===== src/rtl/seven_seg_scan_driver.sv =====
// Time-multiplexed 4-digit hexadecimal seven-segment scan driver.
// Each digit owns one slot of REFRESH_DIV cycles. The first BLANK_CYCLES of a
// slot keep every anode dark so the previous digit's pattern cannot ghost.
// The displayed word is captured only at the start of a digit-0 slot, so a
// full scan always shows one coherent snapshot.
module seven_seg_scan_driver #(
  parameter int REFRESH_DIV  = 50000,
  parameter int BLANK_CYCLES = 500,
  parameter bit ACTIVE_LOW   = 1'b1
) (
  input  logic        qzt_clk,
  input  logic        reset,
  input  logic [15:0] value,
  input  logic        hold,
  input  logic [3:0]  digit_enable,
  input  logic        lz_blank,
  input  logic [3:0]  dp_in,
  output logic [3:0]  anode,
  output logic [6:0]  segments,
  output logic        dp,
  output logic        scan_tick
);

  localparam int CW = (REFRESH_DIV > 1) ? $clog2(REFRESH_DIV) : 1;
  localparam logic POL = ACTIVE_LOW;

  // Slot position of the edge about to happen, and the digit that slot serves.
  logic [CW-1:0] r_slotCnt;
  logic [1:0]    r_digit;

  // Scan-stable copies of the display inputs.
  logic [15:0]   r_snap;
  logic [3:0]    r_enable;
  logic          r_lz;
  logic [3:0]    r_dpReq;

  // Registered outputs.
  logic [3:0]    r_anode;
  logic [6:0]    r_segments;
  logic          r_dp;
  logic          r_scanTick;

  logic          w_slotStart;
  logic          w_slotEnd;
  logic          w_driveWindow;
  logic [15:0]   w_snap;
  logic [3:0]    w_enable;
  logic          w_lz;
  logic [3:0]    w_dpReq;
  logic [3:0]    w_nibble;
  logic          w_lzSuppress;
  logic          w_lit;
  logic [6:0]    w_code;
  logic [3:0]    w_anodeHigh;
  logic [6:0]    w_segHigh;
  logic          w_dpHigh;

  assign w_slotStart   = (r_slotCnt == '0);
  assign w_slotEnd     = (r_slotCnt == CW'(REFRESH_DIV - 1));
  assign w_driveWindow = (r_slotCnt >= CW'(BLANK_CYCLES));

  // On a slot-start edge the freshly sampled values must already steer the
  // outputs, which matters when BLANK_CYCLES is zero.
  assign w_snap   = (w_slotStart && (r_digit == 2'd0) && !hold) ? value : r_snap;
  assign w_enable = w_slotStart ? digit_enable : r_enable;
  assign w_lz     = w_slotStart ? lz_blank     : r_lz;
  assign w_dpReq  = w_slotStart ? dp_in        : r_dpReq;

  // Pick the snapshot nibble for the current digit and decide whether leading-zero
  // blanking hides it; digit 0 is always shown so a zero word still reads "0".
  always_comb begin
    w_nibble     = w_snap[3:0];
    w_lzSuppress = 1'b0;
    case (r_digit)
      2'd0: begin
        w_nibble     = w_snap[3:0];
        w_lzSuppress = 1'b0;
      end
      2'd1: begin
        w_nibble     = w_snap[7:4];
        w_lzSuppress = w_lz && (w_snap[15:4] == 12'h000);
      end
      2'd2: begin
        w_nibble     = w_snap[11:8];
        w_lzSuppress = w_lz && (w_snap[15:8] == 8'h00);
      end
      default: begin
        w_nibble     = w_snap[15:12];
        w_lzSuppress = w_lz && (w_snap[15:12] == 4'h0);
      end
    endcase
  end

  // Hex to active-high g..a segment pattern.
  always_comb begin
    w_code = 7'h00;
    case (w_nibble)
      4'h0: w_code = 7'h3F;
      4'h1: w_code = 7'h06;
      4'h2: w_code = 7'h5B;
      4'h3: w_code = 7'h4F;
      4'h4: w_code = 7'h66;
      4'h5: w_code = 7'h6D;
      4'h6: w_code = 7'h7D;
      4'h7: w_code = 7'h07;
      4'h8: w_code = 7'h7F;
      4'h9: w_code = 7'h6F;
      4'hA: w_code = 7'h77;
      4'hB: w_code = 7'h7C;
      4'hC: w_code = 7'h39;
      4'hD: w_code = 7'h5E;
      4'hE: w_code = 7'h79;
      default: w_code = 7'h71;
    endcase
  end

  // Segments and dp follow the anode: nothing is driven while the digit is dark.
  assign w_lit       = w_driveWindow && w_enable[r_digit] && !w_lzSuppress;
  assign w_anodeHigh = w_lit ? (4'b0001 << r_digit) : 4'b0000;
  assign w_segHigh   = w_lit ? w_code : 7'h00;
  assign w_dpHigh    = w_lit && w_dpReq[r_digit];

  // Slot counter and digit index; the digit advances on the last edge of a slot.
  always_ff @(posedge qzt_clk) begin
    if (reset) begin
      r_slotCnt <= '0;
      r_digit   <= 2'd0;
    end else begin
      r_slotCnt <= w_slotEnd ? '0 : (r_slotCnt + CW'(1));
      r_digit   <= w_slotEnd ? (r_digit + 2'd1) : r_digit;
    end
  end

  // Snapshot and per-slot sampled controls.
  always_ff @(posedge qzt_clk) begin
    if (reset) begin
      r_snap   <= 16'h0000;
      r_enable <= 4'h0;
      r_lz     <= 1'b0;
      r_dpReq  <= 4'h0;
    end else begin
      r_snap   <= w_snap;
      r_enable <= w_enable;
      r_lz     <= w_lz;
      r_dpReq  <= w_dpReq;
    end
  end

  // Output registers, converted to the board's polarity.
  always_ff @(posedge qzt_clk) begin
    if (reset) begin
      r_anode    <= {4{POL}};
      r_segments <= {7{POL}};
      r_dp       <= POL;
      r_scanTick <= 1'b0;
    end else begin
      r_anode    <= w_anodeHigh ^ {4{POL}};
      r_segments <= w_segHigh ^ {7{POL}};
      r_dp       <= w_dpHigh ^ POL;
      r_scanTick <= w_slotStart;
    end
  end

  assign anode     = r_anode;
  assign segments  = r_segments;
  assign dp        = r_dp;
  assign scan_tick = r_scanTick;

endmodule

===== config.mk =====
export PLATFORM = sky130hd
export DESIGN_NAME = seven_seg_scan_driver
export DESIGN_NICKNAME = d
export VERILOG_FILES = /design/src/rtl/seven_seg_scan_driver.sv
export SDC_FILE = /design/constraint.sdc
export NUM_CORES = 1
export LEC_CHECK = 0
export ABC_AREA = 0
export BUFFER_PORTS_ARGS = -buffer_cell sky130_fd_sc_hd__buf_2
export CORE_AREA = 2 2 97 90
export DETAILED_ROUTE_END_ITERATION = 10
export DIE_AREA = 0 0 99 92
export HOLD_SLACK_MARGIN = 0.06
export PLACE_DENSITY = 0.61
export SYNTH_ARGS = -nofsm -noshare
export SYNTH_HDL_FRONTEND = slang
export SYNTH_SLANG_ARGS = --single-unit

===== constraint.sdc =====
create_clock -name qzt_clk -period 5.2 [get_ports qzt_clk]
set_input_delay 0.26 -clock qzt_clk [delete_from_list [all_inputs] [get_ports qzt_clk]]
set_output_delay 0.26 -clock qzt_clk [all_outputs]
set_load 0.01 [all_outputs]

Word-level counts from Yosys, hierarchy flattened
Memory sizes are Yosys's and may differ from the RTL's.
Index checks and enable logic that the tools add are counted.
Widths: inputs -> output; s select.
Storage, ports and cells
  register bits after elaboration: 56
  memory bits (read-only): 112
  input port bits: 28
  output and inout port bits: 13
  memories: 1
Memory list
  (name not given): words 16, width 7, read ports 1, clocked after Yosys merged registers in 0, wr ports 0, line 97  | case (w_nibble)
Cells by class
  add/sub/neg operators: 2
  order comparisons: 2
  equality and inequality tests: 3
  shifts and indexed selects: 1
  multiplexer cells: 12
  bitwise operators: 3
  reductions and logical operators: 16
Operators with widths (count)
  $add 16x1->16 const B: 1
  $eq 16x16->1 const B: 1
  $ge 16x9->1 const B: 1
  $logic_not 16->1: 1
  $mux 16: 1
  $logic_not 12->1: 1
  $mux 4: 3
  $pmux 4 s3: 1
  $logic_and 1x1->1: 8
  $logic_not 8->1: 1
  $mux 7: 1
  $not 7->7: 1
  $bmux 1 s2: 2
  $logic_not 4->1: 1
  $not 4->4: 1
  $shl 1x2->4 const A: 1
  $lt 2x3->1 const B: 1
  $mux 1: 3
  $pmux 1 s3: 1
  $add 2x1->2 const B: 1
  $eq 2x1->1 const B: 1
  $eq 2x2->1 const B: 1
  $logic_not 1->1: 2
  $logic_not 2->1: 1
  2 further kinds: 2

Longest topological paths before layout
Gate-level depths: netlist (run 1).
  depth in word-level cells: 11
  depth in mapped cells: 14
  depth with buffers taken out: 13

Least setup slack after synthesis (run 1)
Ideal clock, no wire load.
  path kind: register to register
  start point: reg r_slotCnt[12]
  end point: reg r_segments[3] (netlist: segments[3])
  setup time: 119 ps
  arrival: 3057 ps
  data required time: 5081 ps
  setup slack: 2024 ps
  stages on the path, launching flop included: 13
  buffers on the path: 1
  period minus slack after synthesis: 3176 ps
  path through: dfxtp_1 -> or2_1 -> or4_4 -> nor4_4 -> buf_4 -> mux2_2 -> a22oi_1 -> o21ai_0 -> inv_1 -> ha_1 -> nor2b_1 -> a211oi_1 -> o21ai_1
On the way
  longest elaborated chain between the ends: 11
Ends and longest elaborated chain
  start: declaration: line 28  | logic [CW-1:0] r_slotCnt;
  start signal: assignment: line 129  | r_slotCnt <= w_slotEnd ? '0 : (r_slotCnt + CW'(1));
  parallel branches: the longest is 9 deep, another holds $mem_v2 16x7
  $mux 7 (*): line 120  | assign w_segHigh = w_lit ? w_code : 7'h00;
  $not 7->7 (no source line) (*)
  end signal: assignment: line 153  | r_segments <= {7{POL}};
  end signal: assignment: line 158  | r_segments <= w_segHigh ^ {7{POL}};
  end: declaration: line 39  | logic [6:0] r_segments;
Every way passes the cells marked *. The select of a mux whose other input is x is not followed.
A chain may end at the register's enable or synchronous reset.

Worst setup path in the final report (run 1)
Ends and elaborated chain as after synthesis.

==> results of run 1 <==
[stage by stage]
step	cell area [sq um]	hold WS [ns]
floorplan	2760	0.355
global placement	3050	0.462
detailed placement	3050	0.481
CTS	3140	0.191
global route	3140	0.189
finish	3140	0.193
[per-layer routing]
metal	share of wire	vias to the layer above	global-route usage
li1	-	1107	-
met1	0.50	999	0.184
met2	0.44	46	0.208
met3	0.046	8	0.0328
met4	0.013	0	0.0457
met5	0	-	0
[worst reg2reg max path, delay by kind of cell (launching register included)]
| family | cells | cell delay [ns] |
|---|---|---|
| AND/OR/NAND/NOR | 4 | 1.72 |
| AO/OA/AOI/OAI | 4 | 0.93 |
| flip-flops | 1 | 0.35 |
| multiplexers | 1 | 0.32 |
| adder cells (fa/ha/maj) | 1 | 0.30 |
| buffers and inverters | 1 | 0.19 |
[power groups by stage]
| stage | Sequential [uW] | Combinational, uW | Clock [uW] |
|---|---|---|---|
| finish | 455 | 140 | 245 |
| global route | 458 | 157 | 268 |
| CTS | 455 | 140 | 256 |
| detailed placement | 465 | 140 | 0 |
| global placement | 465 | 138 | 0 |
| floorplan | 463 | 105 | 0 |
[cell usage after synthesis, types with 2 or more instances]
library cell  count
ha_1             13
nor3_1            3
o21ai_1           2
clkbuf_1          6
o221ai_1          2
and2_1            3
nand2_1          15
a311oi_1          3
nand4_1           2
a211oi_1          3
dfxtp_1          56
a31oi_1           6
buf_6             2
inv_1            13
or2_1             2
o221ai_2          2
nor2_1           46
a22oi_1           2
xor2_1            7
nor4_1            6
mux4_2            2
nor2b_1           7
or4_1             2
mux2_2            8
nand2b_1          6
mux2i_1          22
xnor2_1           8
a2bb2oi_1         2
o21ai_0           2
and3_1            5
a21oi_1           8
nand3_1          11
[cell families (layout without fill, tap and decap cells)]
kind of cell               Yosys count  count (layout)
buffers and inverters               24              64
xor gates and xnor gates            15              15
DFF                                 56              56
muxes                               32              32
adders and majority gates           13              13
and+or+nand+nor                    116             116
AOI/OAI and AO/OA                   39              39
[worst paths after layout]
| path | slack [ns] | depth (start not counted) | start | endpoint |
|---|---|---|---|---|
| setup reg to reg | 1.27 | 11 | r_slotCnt[12] | segments[3] |
| hold reg to reg | 0.50 | 2 | r_snap[2] | r_snap[2] |
| setup / recovery | 1.27 | 11 | r_slotCnt[12] | segments[3] |
| hold / removal | 0.19 | 3 | dp_in[3] | r_dpReq[3] |
[sequential cells by signal (all words and copies together) (netlist names)]
signal	flops
segments	7
r_digit	2
r_snap	16
r_slotCnt	16
scan_tick	1
r_lz	1
anode	4
r_dpReq	4
dp	1
r_enable	4
[layout make-up]
type | count | share of cell area
multi-input combinational | 215 | 0.487
sequential | 56 | 0.357
timing repair buffer | 43 | 0.0710
tap | 102 | 0.0407
clock buffer | 5 | 0.0219
inverter | 13 | 0.0156
clock inverter | 3 | 0.00678
[layout by cell type, fill, tap and decap left out, types with 3 or more instances in the layout]
master,netlist,layout
dfxtp_1,56,56
nor2_1,46,46
buf_2,1,40
mux2i_1,22,22
nand2_1,15,15
inv_1,13,13
ha_1,13,13
nand3_1,11,11
mux2_2,8,8
a21oi_1,8,8
xnor2_1,8,8
nor2b_1,7,7
xor2_1,7,7
nor4_1,6,6
nand2b_1,6,6
a31oi_1,6,6
and3_1,5,5
clkbuf_8,0,5
and2_1,3,3
nor3_1,3,3
a311oi_1,3,3
a211oi_1,3,3
buf_4,1,3
==> results.cfg, run 1 <==
[outcome]
run_status = completed

[critical_path]
path_cells = or2_1, or4_4, nor4_4, mux2_2, a22oi_1, o21ai_0, inv_1, ha_1, nor2b_1, a211oi_1, o21ai_1
cp_top_family = simple AND/OR/NAND/NOR gates
crit_slowest_cell = nor4_4
crit_fanout = 14
cp_num_buf_inv = 1
start_kind = flop
slowest_delay_ns = 0.85
crit_required_ns = 5.39
arrival_ns = 4.12
crit_type = flop to flop
crit_path_end_kind = flop

[cts]
ctsHtreeMaxLevel = 2
cts_buffer_depth = 2
clk_pin_slew_worst_paths_ns = 0.11
cts_setup_buffers = 0
clk-insertion-delay-late_ns = 0.32
clkSinkCount = 56
tritoncts = done
cts_resized = 0
cts-root-buf = clkbuf_8
numCtsBuffers = 5
cts_hold_buf = 0

[yosys]
synth_edf_count = 0
mappedNetlistNets = 336
ys_warn_count = 0
synthXorXnorAreaFrac = 0.0476
ys_seq_area_frac = 0.406
async_flop_share = 0
synth_area_leaders = dfxtp_1, mux2i_1, nor2_1, ha_1, mux2_2
yosys.area.top_type = dfxtp_1
synth_adder_area_share = 0.0589
yosys.area_share.simple = 0.214
synth_top_flop_cell = dfxtp_1
synth_top_family_by_area = simple AND/OR/NAND/NOR gates
synth_cells = 295
synth_top_area_share = 0.406
synth_seq_cells = 56
synthDistinctLibCells = 50
muxShareOfSynthArea = 0.129
synth_compound_area_frac = 0.104
syn_area_sq_um = 2760
postSynthAreaPerCell_sq_um = 9.36

[power_and_ir_drop]
internal_power_uw = 606
p_per_area_nw_per_um2 = 268
p_leak_uw = 0.00127
sequentialPowerShare = 0.542
total_power_uw = 840
p_sw_uw = 234
netSwitchingFraction = 0.279
peakVddDrop_uv = 102
power_frac_comb = 0.167
power_frac_clock = 0.291

[final_layout]
nFillCells = 814
multiInputGateArea_sq_um = 1530
area_growth_pct = 13.7
drive_gt1_frac = 0.212
final_core_util = 0.382
final_net_count = 375
diodes = 0
seq_area_sq_um = 1120
fin_cells = 437

[route]
ant_nets = 0
route.detailed.drc = 0
drt_pass1_iterations = 4
finalWirelength_um = 5860
wire_per_inst_um = 13.4
drt_iter0_drc = 104
vias = 2160
via_per_inst = 4.94

[floorplanning]
die-height_um = 92
io_pins = 41
placement_rows = 32
coreArea_sq_um = 8210
die_area_sq_um = 9110
start_util = 0.336
die_w_um = 99

[sta]
fin_crit_sh = 0.756
slew_headroom = 0.308
skew_ns = 0.0165
worst_slack_ns = 1.27
hold_viol = 0
rsz0062_at_grt = false
min_period_ns = 3.93
drv_slew = 0
worst_pin_slew_ns = 1.03
finalSetupViolCount = 0
max_freq_mhz = 254
setup-tns-final_ns = 0

[placement]
place_congestion = 0.835
io_buffers = 40
dp.cells = 429
hpwlAfterDp_um = 4360
dp_slack_ns = 1.28

[global_route]
antenna_found_initial = 0
grt_max_degree = 32
gr-usage-all-layers = 0.135
grt_overflow = 0
grt_pass1_wl_um = 9850
grt_pass1_vias = 2088

[min_path]
hp-class = input port to flop

[run]
maxCapViolCount = 0
No activity file was read; power rests on OpenSTA's default activity.
==> run 2: changes to the inputs <==
clock period = 4 ns   (was 5.2 ns; I/O delays follow)
==> run 2 against run 1 <==
First-iteration DRC count is 25% lower. Hold slack got worse by 0.051 ns. Register-to-register slack lost 0.72 ns. Largest cell class unchanged. Largest power group unchanged. Highest routed layer unchanged.
==> results.cfg, run 2 (same netlist as run 1, synthesis figures left out) <==
[critical_path]
path_cells = or2_1, or4_4, nor3_2, mux2i_1, mux4_2, a211oi_2, a21boi_2, o221ai_1
arrival_ns = 3.61
ff2ff_setup_slack_ns = 0.55
r2r-end = segments[6]
start_kind = flop
crit_required_ns = 4.16
crit_path_end_kind = flop
cp_top_family = simple AND/OR/NAND/NOR gates
crit_fanout = 11
crit_type = flop to flop
rr_worst_depth = 8
cp_num_buf_inv = 0
crit_slowest_cell = a21boi_2
slowest_delay_ns = 0.55
regToRegStartpoint = r_slotCnt[12]

[min_path]
hold_depth = 3
hp-class = input port to flop
hold_end = r_enable[3]
min_from = digit_enable[3]

[cts]
ctsHtreeMaxLevel = 2
clkSinkCount = 56
cts-root-buf = clkbuf_8
numCtsBuffers = 5
cts_buffer_depth = 2
cts_resized = 0
tritoncts = done
cts_setup_buffers = 0
cts_hold_buf = 0
clk_pin_slew_worst_paths_ns = 0.10
clk-insertion-delay-late_ns = 0.31

[route]
finalWirelength_um = 5790
via_per_inst = 4.87
wire_per_inst_um = 13.2
route.detailed.drc = 0
drt_pass1_iterations = 4
drt_iter0_drc = 78
vias = 2138
ant_nets = 0

[sta]
drv_slew = 0
worst_pin_slew_ns = 0.588
max_freq_mhz = 290
finalSetupViolCount = 0
fin_crit_sh = 0.863
min_period_ns = 3.45
rsz0062_at_grt = false
slew_headroom = 0.606
setup-tns-final_ns = 0
skew_ns = 0.0117
hold_viol = 0

[global_route]
grt_overflow = 0
grt_pass1_vias = 2111
grt_max_degree = 32
grt_pass1_wl_um = 9850
antenna_found_initial = 0
gr-usage-all-layers = 0.135

[final_layout]
layout_common_cells = dfxtp_1, nor2_1, buf_2
final_common_cell = dfxtp_1
diodes = 0
drive_gt1_frac = 0.217
design_area_sq_um = 3180
area_growth_pct = 15.1
final_net_count = 377

[outcome]
run_status = completed

[power_and_ir_drop]
p_leak_uw = 0.00129
p_per_area_nw_per_um2 = 362
peakVddDrop_uv = 147
total_power_uw = 1150

[floorplanning]
die-height_um = 92
io_pins = 41
die_w_um = 99
die_area_sq_um = 9110
start_util = 0.336
coreArea_sq_um = 8210
placement_rows = 32

[placement]
hpwlAfterDp_um = 4360
placed_area_sq_um = 3060
place_congestion = 0.830
io_buffers = 40

[run]
maxCapViolCount = 0
## run 2: area by class of cell
cell class / instances / area [sq um]
Multi-Input combinational cell: 215 / 1530
Clock buffer: 5 / 68.8
Fill cell: 838 / 5030
Tap cell: 102 / 128
Clock inverter: 3 / 46.3
Inverter: 13 / 48.8
Sequential cell: 56 / 1120
Timing Repair Buffer: 45 / 238
## run 2: metrics by stage
stage / cells / hold WS (ns) / setup slack [ns] / util
detailed placement: 431 / 0.465 / 0.536 / 0.373
global placement: 431 / 0.460 / 0.587 / 0.373
CTS: 439 / 0.131 / 0.514 / 0.387
floorplan: 295 / 0.295 / 0.824 / -
finish: 439 / 0.142 / 0.547 / 0.387
global route: 439 / 0.149 / 0.334 / 0.387
## run 2: how the worst max path moves through the flow
stage | from | endpoint | slack [ns] | cells after the start
floorplan | r_slotCnt[12] | segments[3] | 0.82 | 12
global placement | r_slotCnt[12] | segments[6] | 0.59 | 8
finish | r_slotCnt[12] | segments[6] | 0.55 | 8
detailed placement | r_slotCnt[12] | segments[5] | 0.54 | 8
global route | r_slotCnt[12] | segments[3] | 0.33 | 12
CTS | r_slotCnt[12] | segments[5] | 0.51 | 8
## run 2: per-layer routing
metal / track usage / vias up / part of all wire
met5: 0 / - / 0
met1: 0.184 / 970 / 0.49
met3: 0.0351 / 8 / 0.049
met2: 0.206 / 49 / 0.44
li1: - / 1111 / -
met4: 0.0468 / 0 / 0.016
## run 2: tightest hold or removal path, cell delays in order
cell	delay, ns
buf_2	0.08
mux2i_1	0.07
nor2_1	0.08
## run 2: report_power, final
group / internal, uW / total [uW] / switching [uW]
logic: 83.1 / 182 / 98.4
registers: 581 / 591 / 11.0
clock network: 189 / 378 / 190
==> run 3: changes to the inputs <==
CELL_PAD_IN_SITES_DETAIL_PLACEMENT = 0   (was unset)
CELL_PAD_IN_SITES_GLOBAL_PLACEMENT = 2   (was unset)
CORE_AREA = 2 2 105 96   (was 2 2 97 90)
DIE_AREA = 0 0 107 98   (was 0 0 99 92)
PLACE_DENSITY = 0.77   (was 0.61)
==> run 3 against run 2 <==
Global-route usage down 1.3 points. Utilization down 5.2 points. Design area about the same. Sequential share of layout area about the same. Routed wire length up 4.4%. Die area up 15%. Critical endpoint is now segments[3]. Highest routed layer unchanged.
==> results.cfg, run 3 (same netlist as run 1, synthesis figures left out) <==
[global_route]
gr-usage-all-layers = 0.122
grt_pass1_wl_um = 10200
antenna_found_initial = 0
grt_max_degree = 32
grt_overflow = 0
grt_pass1_vias = 2071

[cts]
clk-insertion-delay-late_ns = 0.30
cts_buffer_depth = 2
cts_setup_buffers = 0
clkSinkCount = 56
numCtsBuffers = 5
clk_pin_slew_worst_paths_ns = 0.10
tritoncts = done
cts_hold_buf = 0
cts-root-buf = clkbuf_8
cts_resized = 0
ctsHtreeMaxLevel = 2

[placement]
dp_slack_ns = 0.493
io_buffers = 40
place_congestion = 0.817
dp.cells = 454
hpwlAfterDp_um = 4630

[final_layout]
layout_common_cells = dfxtp_1, nor2_1, buf_2
nFillCells = 997
drive_gt1_frac = 0.211
final_core_util = 0.335
diodes = 0
fin_cells = 462
area_growth_pct = 15.2
final_net_count = 376
seq_area_sq_um = 1120
final_common_cell = dfxtp_1
multiInputGateArea_sq_um = 1530

[power_and_ir_drop]
peakVddDrop_uv = 151
p_leak_uw = 0.00127
p_per_area_nw_per_um2 = 345

[sta]
slew_headroom = 0.575
min_period_ns = 3.51
worst_slack_ns = 0.492
worst_pin_slew_ns = 0.638
fin_crit_sh = 0.877
drv_slew = 0
rsz0062_at_grt = false
max_freq_mhz = 285
hold_viol = 0
skew_ns = 0.00784
finalSetupViolCount = 0
setup-tns-final_ns = 0

[route]
drt_pass1_iterations = 4
vias = 2161
finalWirelength_um = 6040
drt_iter0_drc = 60
via_per_inst = 4.68
wire_per_inst_um = 13.1
ant_nets = 0
route.detailed.drc = 0

[critical_path]
crit_required_ns = 4.17
crit_type = flop to flop
arrival_ns = 3.68
crit_path_end_kind = flop
crit_slowest_cell = or4_4
start_kind = flop
cp_num_buf_inv = 2
crit_fanout = 24
path_cells = or2_1, or4_4, nor4_4, buf_4, mux2_2, a22oi_1, o21a_1, inv_1, ha_1, nor2b_1, a211oi_1, o21ai_1
slowest_delay_ns = 0.47
cp_top_family = simple AND/OR/NAND/NOR gates

[floorplanning]
placement_rows = 34
coreArea_sq_um = 9490
start_util = 0.291
die_w_um = 107
die-height_um = 98
io_pins = 41
die_area_sq_um = 10500

[outcome]
run_status = completed

[run]
maxCapViolCount = 0

[min_path]
hp-class = input port to flop
==> run 3: worst paths after layout <==
path,startpoint,endpoint,slack [ns],cells after the start
hold / removal,value[3],r_snap[3],0.15,3
setup reg to reg,r_slotCnt[12],segments[3],0.49,12
setup / recovery,r_slotCnt[12],segments[3],0.49,12
hold reg to reg,r_dpReq[1],r_dpReq[1],0.49,2
==> run 3: per-layer routing <==
metal / global-route usage / part of all wire / routed length (um)
met4: 0.0240 / 0.0048 / 29
met5: 0 / 0 / 0
met2: 0.183 / 0.43 / 2610
met3: 0.0287 / 0.040 / 244
met1: 0.179 / 0.52 / 3160
==> run 3: stage by stage <==
step	total power [uW]	hold slack, ns	cell area, sq um
4_1_cts	1110	0.151	3180
5_1_grt	1160	0.177	3180
2_1_floorplan	738	0.295	2760
3_5_place_dp	789	0.469	3090
6_report	1100	0.151	3180
3_3_place_gp	790	0.463	3090
==> run 3: final cells by class <==
cell class	count	share of cell area
clock buffer	7	0.0272
clock inverter	1	0.00236
inverter	13	0.0153
multi-input combinational	215	0.481
tap	126	0.0496
sequential	56	0.353
timing repair buffer	44	0.0724
==> run 3: worst register-to-register path: stages (launching register included) <==
cell and delay [ns]:
dfxtp_1 0.35, or2_1 0.26, or4_4 0.47, nor4_4 0.27, buf_4 0.35, mux2_2 0.39
a22oi_1 0.23, o21a_1 0.27, inv_1 0.13, ha_1 0.27, nor2b_1 0.15, a211oi_1 0.17
o21ai_1 0.08
==> run 3: power by group <==
group          total, uW  internal [uW]  leakage, uW  switching (uW)
clock network        322            141    0.0000445             181
logic                183           81.6     0.000773             101
registers            592            580     0.000456            11.3
total               1100            803      0.00127             293
